[src/rtl/imem_loader_if.sv]
// Interface bundling the load request, byte stream, instruction-memory write
// port and CPU status lines of the instruction-memory loader.
interface imem_loader_if #(
   parameter int ADDR_W = 29
);
   logic              start;
   logic [10:0]       word_count;
   logic              in_valid;
   logic [7:0]        in_data;
   logic              in_ready;
   logic              we;
   logic [ADDR_W-1:0] waddr;
   logic [31:0]       wdata;
   logic              cpu_hold;
   logic              done;
   logic              err;

   modport master (
      output start, word_count, in_valid, in_data,
      input  in_ready, we, waddr, wdata, cpu_hold, done, err
   );

   modport slave (
      input  start, word_count, in_valid, in_data,
      output in_ready, we, waddr, wdata, cpu_hold, done, err
   );
endinterface

[src/rtl/imem_loader.sv]
// Instruction-memory loader: packs an MSB-first byte stream into 32-bit words,
// writes them to consecutive word addresses and holds the CPU until done.
//
// state | meaning
// IDLE  | after reset, waiting for start; CPU held
// LOAD  | accepting bytes of the current word
// WRITE | one-cycle write strobe of the assembled word
// DONE  | load finished (or rejected); CPU released, start reloads
module imem_loader #(
   parameter int ROM_SIZE = 1024,
   parameter int ADDR_W   = 29
) (
   input  logic          clk,
   input  logic          rst_n,
   imem_loader_if.slave  bus
);
   localparam int          CNT_W      = (ROM_SIZE > 1) ? $clog2(ROM_SIZE) : 1;
   localparam logic [11:0] ROM_SIZE_L = 12'(ROM_SIZE);

   typedef enum logic [1:0] {IDLE, LOAD, WRITE, DONE} state_t;

   state_t             state_q, state_d;
   logic [10:0]        cnt_q, cnt_d;
   logic [CNT_W-1:0]   widx_q, widx_d;
   logic [CNT_W-1:0]   waddr_q, waddr_d;
   logic [1:0]         byte_cnt_q, byte_cnt_d;
   logic [23:0]        word_q, word_d;
   logic [31:0]        wdata_q, wdata_d;
   logic               err_q, err_d;
   logic [10:0]        written;

   always_ff @(posedge clk or negedge rst_n) begin
      if (!rst_n) begin
         state_q    <= IDLE;
         cnt_q      <= '0;
         widx_q     <= '0;
         waddr_q    <= '0;
         byte_cnt_q <= '0;
         word_q     <= '0;
         wdata_q    <= '0;
         err_q      <= 1'b0;
      end else begin
         state_q    <= state_d;
         cnt_q      <= cnt_d;
         widx_q     <= widx_d;
         waddr_q    <= waddr_d;
         byte_cnt_q <= byte_cnt_d;
         word_q     <= word_d;
         wdata_q    <= wdata_d;
         err_q      <= err_d;
      end
   end

   always_comb begin
      state_d    = state_q;
      cnt_d      = cnt_q;
      widx_d     = widx_q;
      waddr_d    = waddr_q;
      byte_cnt_d = byte_cnt_q;
      word_d     = word_q;
      wdata_d    = wdata_q;
      err_d      = err_q;
      written    = 11'(widx_q) + 11'd1;

      case (state_q)
         IDLE, DONE: begin
            if (bus.start) begin
               if (bus.word_count == 11'd0) begin
                  state_d = DONE;
                  err_d   = 1'b0;
               end else if ({1'b0, bus.word_count} > ROM_SIZE_L) begin
                  state_d = DONE;
                  err_d   = 1'b1;
               end else begin
                  state_d    = LOAD;
                  cnt_d      = bus.word_count;
                  widx_d     = '0;
                  byte_cnt_d = '0;
                  err_d      = 1'b0;
               end
            end
         end
         LOAD: begin
            if (bus.in_valid) begin
               word_d     = {word_q[15:0], bus.in_data};
               byte_cnt_d = byte_cnt_q + 2'd1;
               // The fourth byte goes straight into the output register so the
               // assembly register is free for the next word.
               if (byte_cnt_q == 2'd3) begin
                  state_d = WRITE;
                  wdata_d = {word_q, bus.in_data};
                  waddr_d = widx_q;
               end
            end
         end
         WRITE: begin
            if (written == cnt_q) begin
               state_d = DONE;
            end else begin
               widx_d  = widx_q + 1'b1;
               state_d = LOAD;
            end
         end
         default: state_d = IDLE;
      endcase
   end

   assign bus.in_ready = (state_q == LOAD);
   assign bus.we       = (state_q == WRITE);
   assign bus.waddr    = ADDR_W'(waddr_q);
   assign bus.wdata    = wdata_q;
   assign bus.cpu_hold = (state_q != DONE);
   assign bus.done     = (state_q == DONE);
   assign bus.err      = err_q;
endmodule

[src/flat_wrapper.sv]
// flat-port wrapper written by rule: the top's interface ports become plain ports
module imem_loader_flat 
#(
   parameter int ROM_SIZE = 1024,
   parameter int ADDR_W   = 29
)
  (clk, rst_n, bus_start, bus_word_count, bus_in_valid, bus_in_data, bus_in_ready, bus_we, bus_waddr, bus_wdata, bus_cpu_hold, bus_done, bus_err);
  imem_loader_if #(.ADDR_W(ADDR_W)) bus_i ();
  input  logic clk;
  input  logic rst_n;
  input wire logic [$bits(bus_i.start)-1:0] bus_start;
  input wire logic [$bits(bus_i.word_count)-1:0] bus_word_count;
  input wire logic [$bits(bus_i.in_valid)-1:0] bus_in_valid;
  input wire logic [$bits(bus_i.in_data)-1:0] bus_in_data;
  output wire logic [$bits(bus_i.in_ready)-1:0] bus_in_ready;
  output wire logic [$bits(bus_i.we)-1:0] bus_we;
  output wire logic [$bits(bus_i.waddr)-1:0] bus_waddr;
  output wire logic [$bits(bus_i.wdata)-1:0] bus_wdata;
  output wire logic [$bits(bus_i.cpu_hold)-1:0] bus_cpu_hold;
  output wire logic [$bits(bus_i.done)-1:0] bus_done;
  output wire logic [$bits(bus_i.err)-1:0] bus_err;
  assign bus_i.start = bus_start;
  assign bus_i.word_count = bus_word_count;
  assign bus_i.in_valid = bus_in_valid;
  assign bus_i.in_data = bus_in_data;
  assign bus_in_ready = bus_i.in_ready;
  assign bus_we = bus_i.we;
  assign bus_waddr = bus_i.waddr;
  assign bus_wdata = bus_i.wdata;
  assign bus_cpu_hold = bus_i.cpu_hold;
  assign bus_done = bus_i.done;
  assign bus_err = bus_i.err;
  imem_loader #(.ROM_SIZE(ROM_SIZE), .ADDR_W(ADDR_W)) u_core (.clk(clk), .rst_n(rst_n), .bus(bus_i));
endmodule
[config.mk]
export PLATFORM = sky130hd
export DESIGN_NAME = imem_loader_flat
export DESIGN_NICKNAME = d
export VERILOG_FILES = /design/src/rtl/imem_loader_if.sv /design/src/rtl/imem_loader.sv /design/src/flat_wrapper.sv
export SDC_FILE = /design/constraint.sdc
export NUM_CORES = 1
export LEC_CHECK = 0
export CAP_MARGIN = 5
export CORE_MARGIN = 2
export CORE_UTILIZATION = 44
export DETAILED_ROUTE_END_ITERATION = 16
export DONT_BUFFER_PORTS = 1
export GPL_TIMING_DRIVEN = 1
export SLEW_MARGIN = 20
export SYNTH_ARGS = -nofsm -noshare
export SYNTH_HDL_FRONTEND = slang
export SYNTH_SLANG_ARGS = --single-unit
[constraint.sdc]
create_clock -name clk -period 4.3 [get_ports clk]
set_input_delay 0.86 -clock clk [delete_from_list [all_inputs] [get_ports clk]]
set_output_delay 0.86 -clock clk [all_outputs]
set_load 0.05 [all_outputs]
After elaboration in Yosys (flattened, before gate mapping)
Cells that the tools add are included.
{"block": "word_totals", "regBits": 92, "latchBits": 0, "ram_bits": 0, "romBits": 0, "input_bits": 23, "wordCells": 57, "n_memories": 0}
{"block": "classes", "n_addsub": 3, "n_mul": 0, "n_div": 0, "magnitude_cmp": 1, "n_eq_ne": 12, "shift": 0, "muxes": 19, "bitwise_logic": 2, "n_reduce_logical": 12}
{"operator": "$mux 10", "count": 4}
{"operator": "$mux 2", "count": 10}
{"operator": "$pmux 10 s2", "count": 1}
{"operator": "$ne 2x2->1 const B", "count": 6}
{"operator": "$add 10x1->11 const B", "count": 1}
{"operator": "$eq 11x11->1", "count": 1}
{"operator": "$gt 11x11->1 const B", "count": 1}
{"operator": "$logic_not 11->1", "count": 1}
{"operator": "$add 10x1->10 const B", "count": 1}
{"operator": "$reduce_and 5->1", "count": 2}
{"operator": "$eq 2x2->1 const B", "count": 3}
{"operator": "$pmux 2 s3", "count": 1}
{"operator": "$reduce_and 3->1", "count": 2}
{"operator": "$pmux 2 s2", "count": 1}
{"operator": "$reduce_and 2->1", "count": 2}
{"operator": "$reduce_and 4->1", "count": 1}
{"operator": "$reduce_bool 2->1", "count": 2}
{"operator": "$add 2x1->2 const B", "count": 1}
{"operator": "$eq 2x1->1 const B", "count": 1}
{"operator": "$logic_not 2->1", "count": 1}
{"operator": "$mux 1", "count": 2}
{"operator": "$ne 2x1->1 const B", "count": 1}
{"operator": "$not 1->1", "count": 2}
{"operator": "$reduce_or 2->1", "count": 1}

Depth between registers and ports, before layout
{"block": "depth", "ltp_word": 5, "ltp_mapped": 9, "ltp_nobuf": 8}

Least setup slack after synthesis
OpenSTA, ideal clock, no wires.
{"block": "synth_timing", "kind": "reg-to-reg", "start": "register u_core.state_q[0]", "end": "register u_core.widx_q[9]", "setup_time_ns": 0.138, "t_arrival_ns": 2.491, "t_required_ns": 4.162, "path_slack_ns": 1.671, "stages_incl_launch_ff": 10, "n_path_buf": 1, "synth_period_minus_slack_ns": 2.629, "cell_sequence": "dfrtp_1 -> inv_1 -> ha_1 -> clkinv_1 -> a2111oi_2 -> o21ai_1 -> or3_1 -> buf_2 -> a31oi_1 -> o211ai_1"}
{"block": "synth_via", "elab_cells_between_ends": 11, "classes_between": "6 x eq/ne; 1 x mux; 4 x reduce/logical"}
{"element": "start: declaration", "line": "imem_loader.sv:22", "rtl": "state_t state_q, state_d;"}
{"element": "start signal: assignment", "line": "imem_loader.sv:43", "rtl": "state_q <= state_d;"}
{"element": "$eq 2x2->1 (*)"}
{"element": "via bus_we", "line": "flat_wrapper.sv:16", "rtl": "output wire logic [$bits(bus_i.we)-1:0] bus_we;"}
{"element": "$ne 2x2->1 (no line) or $reduce_bool 2->1 (tied branches)"}
{"element": "$reduce_and 5->1 (no line)"}
{"element": "end signal: assignment", "line": "imem_loader.sv:45", "rtl": "widx_q <= widx_d;"}
{"element": "end: declaration", "line": "imem_loader.sv:24", "rtl": "logic [CNT_W-1:0] widx_q, widx_d;"}
The timed path passes the listed nets; every way through them passes the cells marked *.
A chain may end at the register's enable or synchronous reset.

Worst setup path in the final report
{"block": "layout_timing", "start": "register u_core.state_q[0]", "end": "register u_core.widx_q[0]"}
{"block": "layout_via", "elab_chain_len": 4, "elab_cells_between_ends": 11, "classes_between": "6 x eq/ne; 1 x mux; 4 x reduce/logical"}
{"element": "$eq 2x2->1 or $logic_not 2->1 (tied branches)", "line": "imem_loader.sv:65", "rtl": "case (state_q)"}
{"element": "$reduce_or 2->1", "line": "imem_loader.sv:65"}
{"element": "$ne 2x2->1 (no line) or $reduce_bool 2->1 (tied branches)"}
{"element": "$reduce_and 5->1 (no line)"}
Parallel ways exist; a longest one is shown, timed or not.

==> metrics.txt <==
run status=finished, final reports clean; Inserted Clock Buffers=9; die area=11100 um2; vias in the first global route=2846; Starting Density=0.457; MaxCap Viol Count=0; CP required=4.57 ns; GPL Wtd Cong=0.793; Syn Inst Count=392; initial drt markers=132; IR drop worst, VDD=between 400 and 500 uV; clock root cell=clkbuf_8; site row count=36; Yosys warnings=0; Worst Path Max Fanout=21; largest net degree at the start of global routing=93; Post-synth EDFFs=0; ys flop type=dfrtp_1; final-report hold violation count=0; Final WS setup=roughly 1.1 ns; Syn Std Cell Area=4510 um2; area leader, netlist=dfrtp_1; Worst-path clk slew=0.10 ns; Die W=between 100 and 150 um; Ports=89; Place WS=around 1.2 ns; routed len/inst=17.0 um; Pwr Density=roughly 800 nW/um2; Setup crit start kind=flip-flop; Hold Buf Count CTS=0; drc violations=0; core area=9860 um2; placed wire-length estimate=5.92 mm; Final period util=0.738; # resized after CTS=0; unrepaired setup endpoints after global routing=no; Async S/R FF share, synth=1.00; post-synthesis sequential area ratio=0.511; WS Path Type=reg -> reg; drt total wl=about 8.8 mm; skew final=between 0.009 and 0.01 ns; Worst setup EP type=flip-flop; Synth Register Bits=92; port bufs=0; first-pass GRT wire length=15.1 mm; Least-Margin Pin Slew=between 1 and 1.5 ns; Layout Nets=409; fmax=315 MHz; total grt overflow=0; share of cells above drive strength 1=0.278; initial antenna violation count=0; router iterations before antenna repair=4; Yosys top cell area share=0.511; Rel. slew slack=0.293; cell area after layout=roughly 4700 um2; Syn Area/Cell=11.5 um2; clk sink count=92; Die Y=105 um; area delta synth->final=5.30%; Final Critical Period=3.17 ns; worst skew pair latency=between 0.3 and 0.4 ns; worst min-delay path category=in -> async; antenna viol nets, final=0; dpl cell area=4540 um2; TNS Setup=0 ns; Worst EP arrival=around 3.5 ns; Synth area leaders=dfrtp_1, mux2_2, buf_4; total track usage=0.170; vias per cell=roughly 5.5; CTS max path bufs=2; Diodes inserted=0; setup violators final=0; Final Max Tran Viols=0; top post-synthesis cells by count=dfrtp_1, mux2_2, nand2_1, clkbuf_1, buf_4; Distinct cells, synth=between 40 and 50; CTS HTree Levels=3; CTS tree=built; most common cell in the netlist=dfrtp_1; leakage=2.10 nW; post-CTS setup buffers=0; via count=~2.9k
-- report_power, final --
group | leakage [nW] | switching, W | internal [W]
Combinational | 0.810 | 0.000553 | 0.000523
Sequential | 1.18 | 0.000858 | 0.00122
Clock | 0.109 | 0.000332 | 0.000296
-- worst max-delay path, cell delays in order, from the launching register on --
cell and delay (ns):
dfrtp_1 0.43, inv_1 0.08, ha_1 0.14, buf_4 0.33, clkinv_1 0.48, a2111oi_2 0.45
o21ai_1 0.13, nor3_1 0.48, buf_4 0.26, o21ai_1 0.08, a211oi_1 0.21
-- worst paths after layout --
check                      depth (start not counted)                                to                           from  slack (ns)
hold reg to reg                                    1  u_core.bus.wdata[24]$_DFFE_PN0P_  u_core.word_q[16]$_DFFE_PN0P_        0.51
setup / recovery                                  10      u_core.widx_q[0]$_DFFE_PN0P_  u_core.state_q[0]$_DFFE_PN0P_        1.13
max in group asynchronous                          0  u_core.byte_cnt_q[0]$_DFFE_PN0P_                          rst_n        4.00
min in group clk                                   1  u_core.bus.wdata[24]$_DFFE_PN0P_  u_core.word_q[16]$_DFFE_PN0P_        0.51
hold / removal                                     0  u_core.bus.wdata[29]$_DFFE_PN0P_                          rst_n        0.18
setup reg to reg                                  10      u_core.widx_q[0]$_DFFE_PN0P_  u_core.state_q[0]$_DFFE_PN0P_        1.13
-- cell type report --
cell class / count / area [um2]
clock buffer: 10 / 138
multi-input combinational: 266 / 2010
inverter: 6 / 22.5
timing repair buffer: 5 / 37.5
fill: 903 / 5120
tap: 133 / 166
clock inverter: 6 / 73.8
sequential: 92 / 2300
-- per-stage QoR --
| step | util | cells | hold slack [ns] | power, W |
|---|---|---|---|---|
| finish | 0.481 | 518 | 0.180 | 0.00378 |
| global route | 0.481 | 518 | 0.146 | 0.00403 |
| CTS | 0.481 | 518 | 0.157 | 0.00382 |
| detailed placement | 0.460 | 502 | 0.492 | 0.00319 |
| global placement | 0.460 | 502 | 0.486 | 0.00314 |
| floorplan | - | 410 | 0.475 | 0.00295 |
-- cells in the final DEF (no fill, tap or decap), drive strengths merged, types with 2 or more instances in the layout --
master	instances
nor4	15
nor2	5
and3	2
nor2b	4
a31oi	8
nor3	4
nand2b	5
xor2	7
o22ai	2
mux2	77
or3	4
or2	2
nor4b	2
o21ai	20
o31ai	2
nand3	15
dfrtp	92
o211ai	2
nand2	26
nor3b	10
inv	10
conb	19
clkbuf	10
ha	6
buf	5
a31o	2
and2	2
xnor2	3
a21oi	11
-- registers in the layout, summed over array words and instances (netlist names) --
signal             flops
u_core.bus.wdata      32
u_core.word_q         24
u_core.cnt_q          11
u_core.waddr_q        10
u_core.widx_q         10
u_core.byte_cnt_q      2
u_core.state_q         2
u_core.bus.err         1
-- kinds of logic (layout without fill, tap and decap cells) --
family                   count (synthesis)  in the layout  share of synthesized area
flip-flops                              92             92                      0.511
other                                    1             19                   0.000832
XOR/XNOR                                10             10                     0.0194
AND/OR/NAND/NOR                         99             99                      0.123
buffers and inverters                   52             27                     0.0602
AO/OA/AOI/OAI                           55             55                     0.0766
multiplexers                            77             77                      0.192
adder cells (fa/ha/maj)                  6              6                     0.0167
-- metal layers --
| layer | share of wire | up-vias | GRT usage |
|---|---|---|---|
| met1 | 0.46 | 1431 | 0.230 |
| met2 | 0.47 | 75 | 0.263 |
| li1 | - | 1352 | - |
| met5 | 0 | - | 0 |
| met3 | 0.056 | 10 | 0.0464 |
| met4 | 0.014 | 0 | 0.0648 |
(Power assumes the default switching activity.)
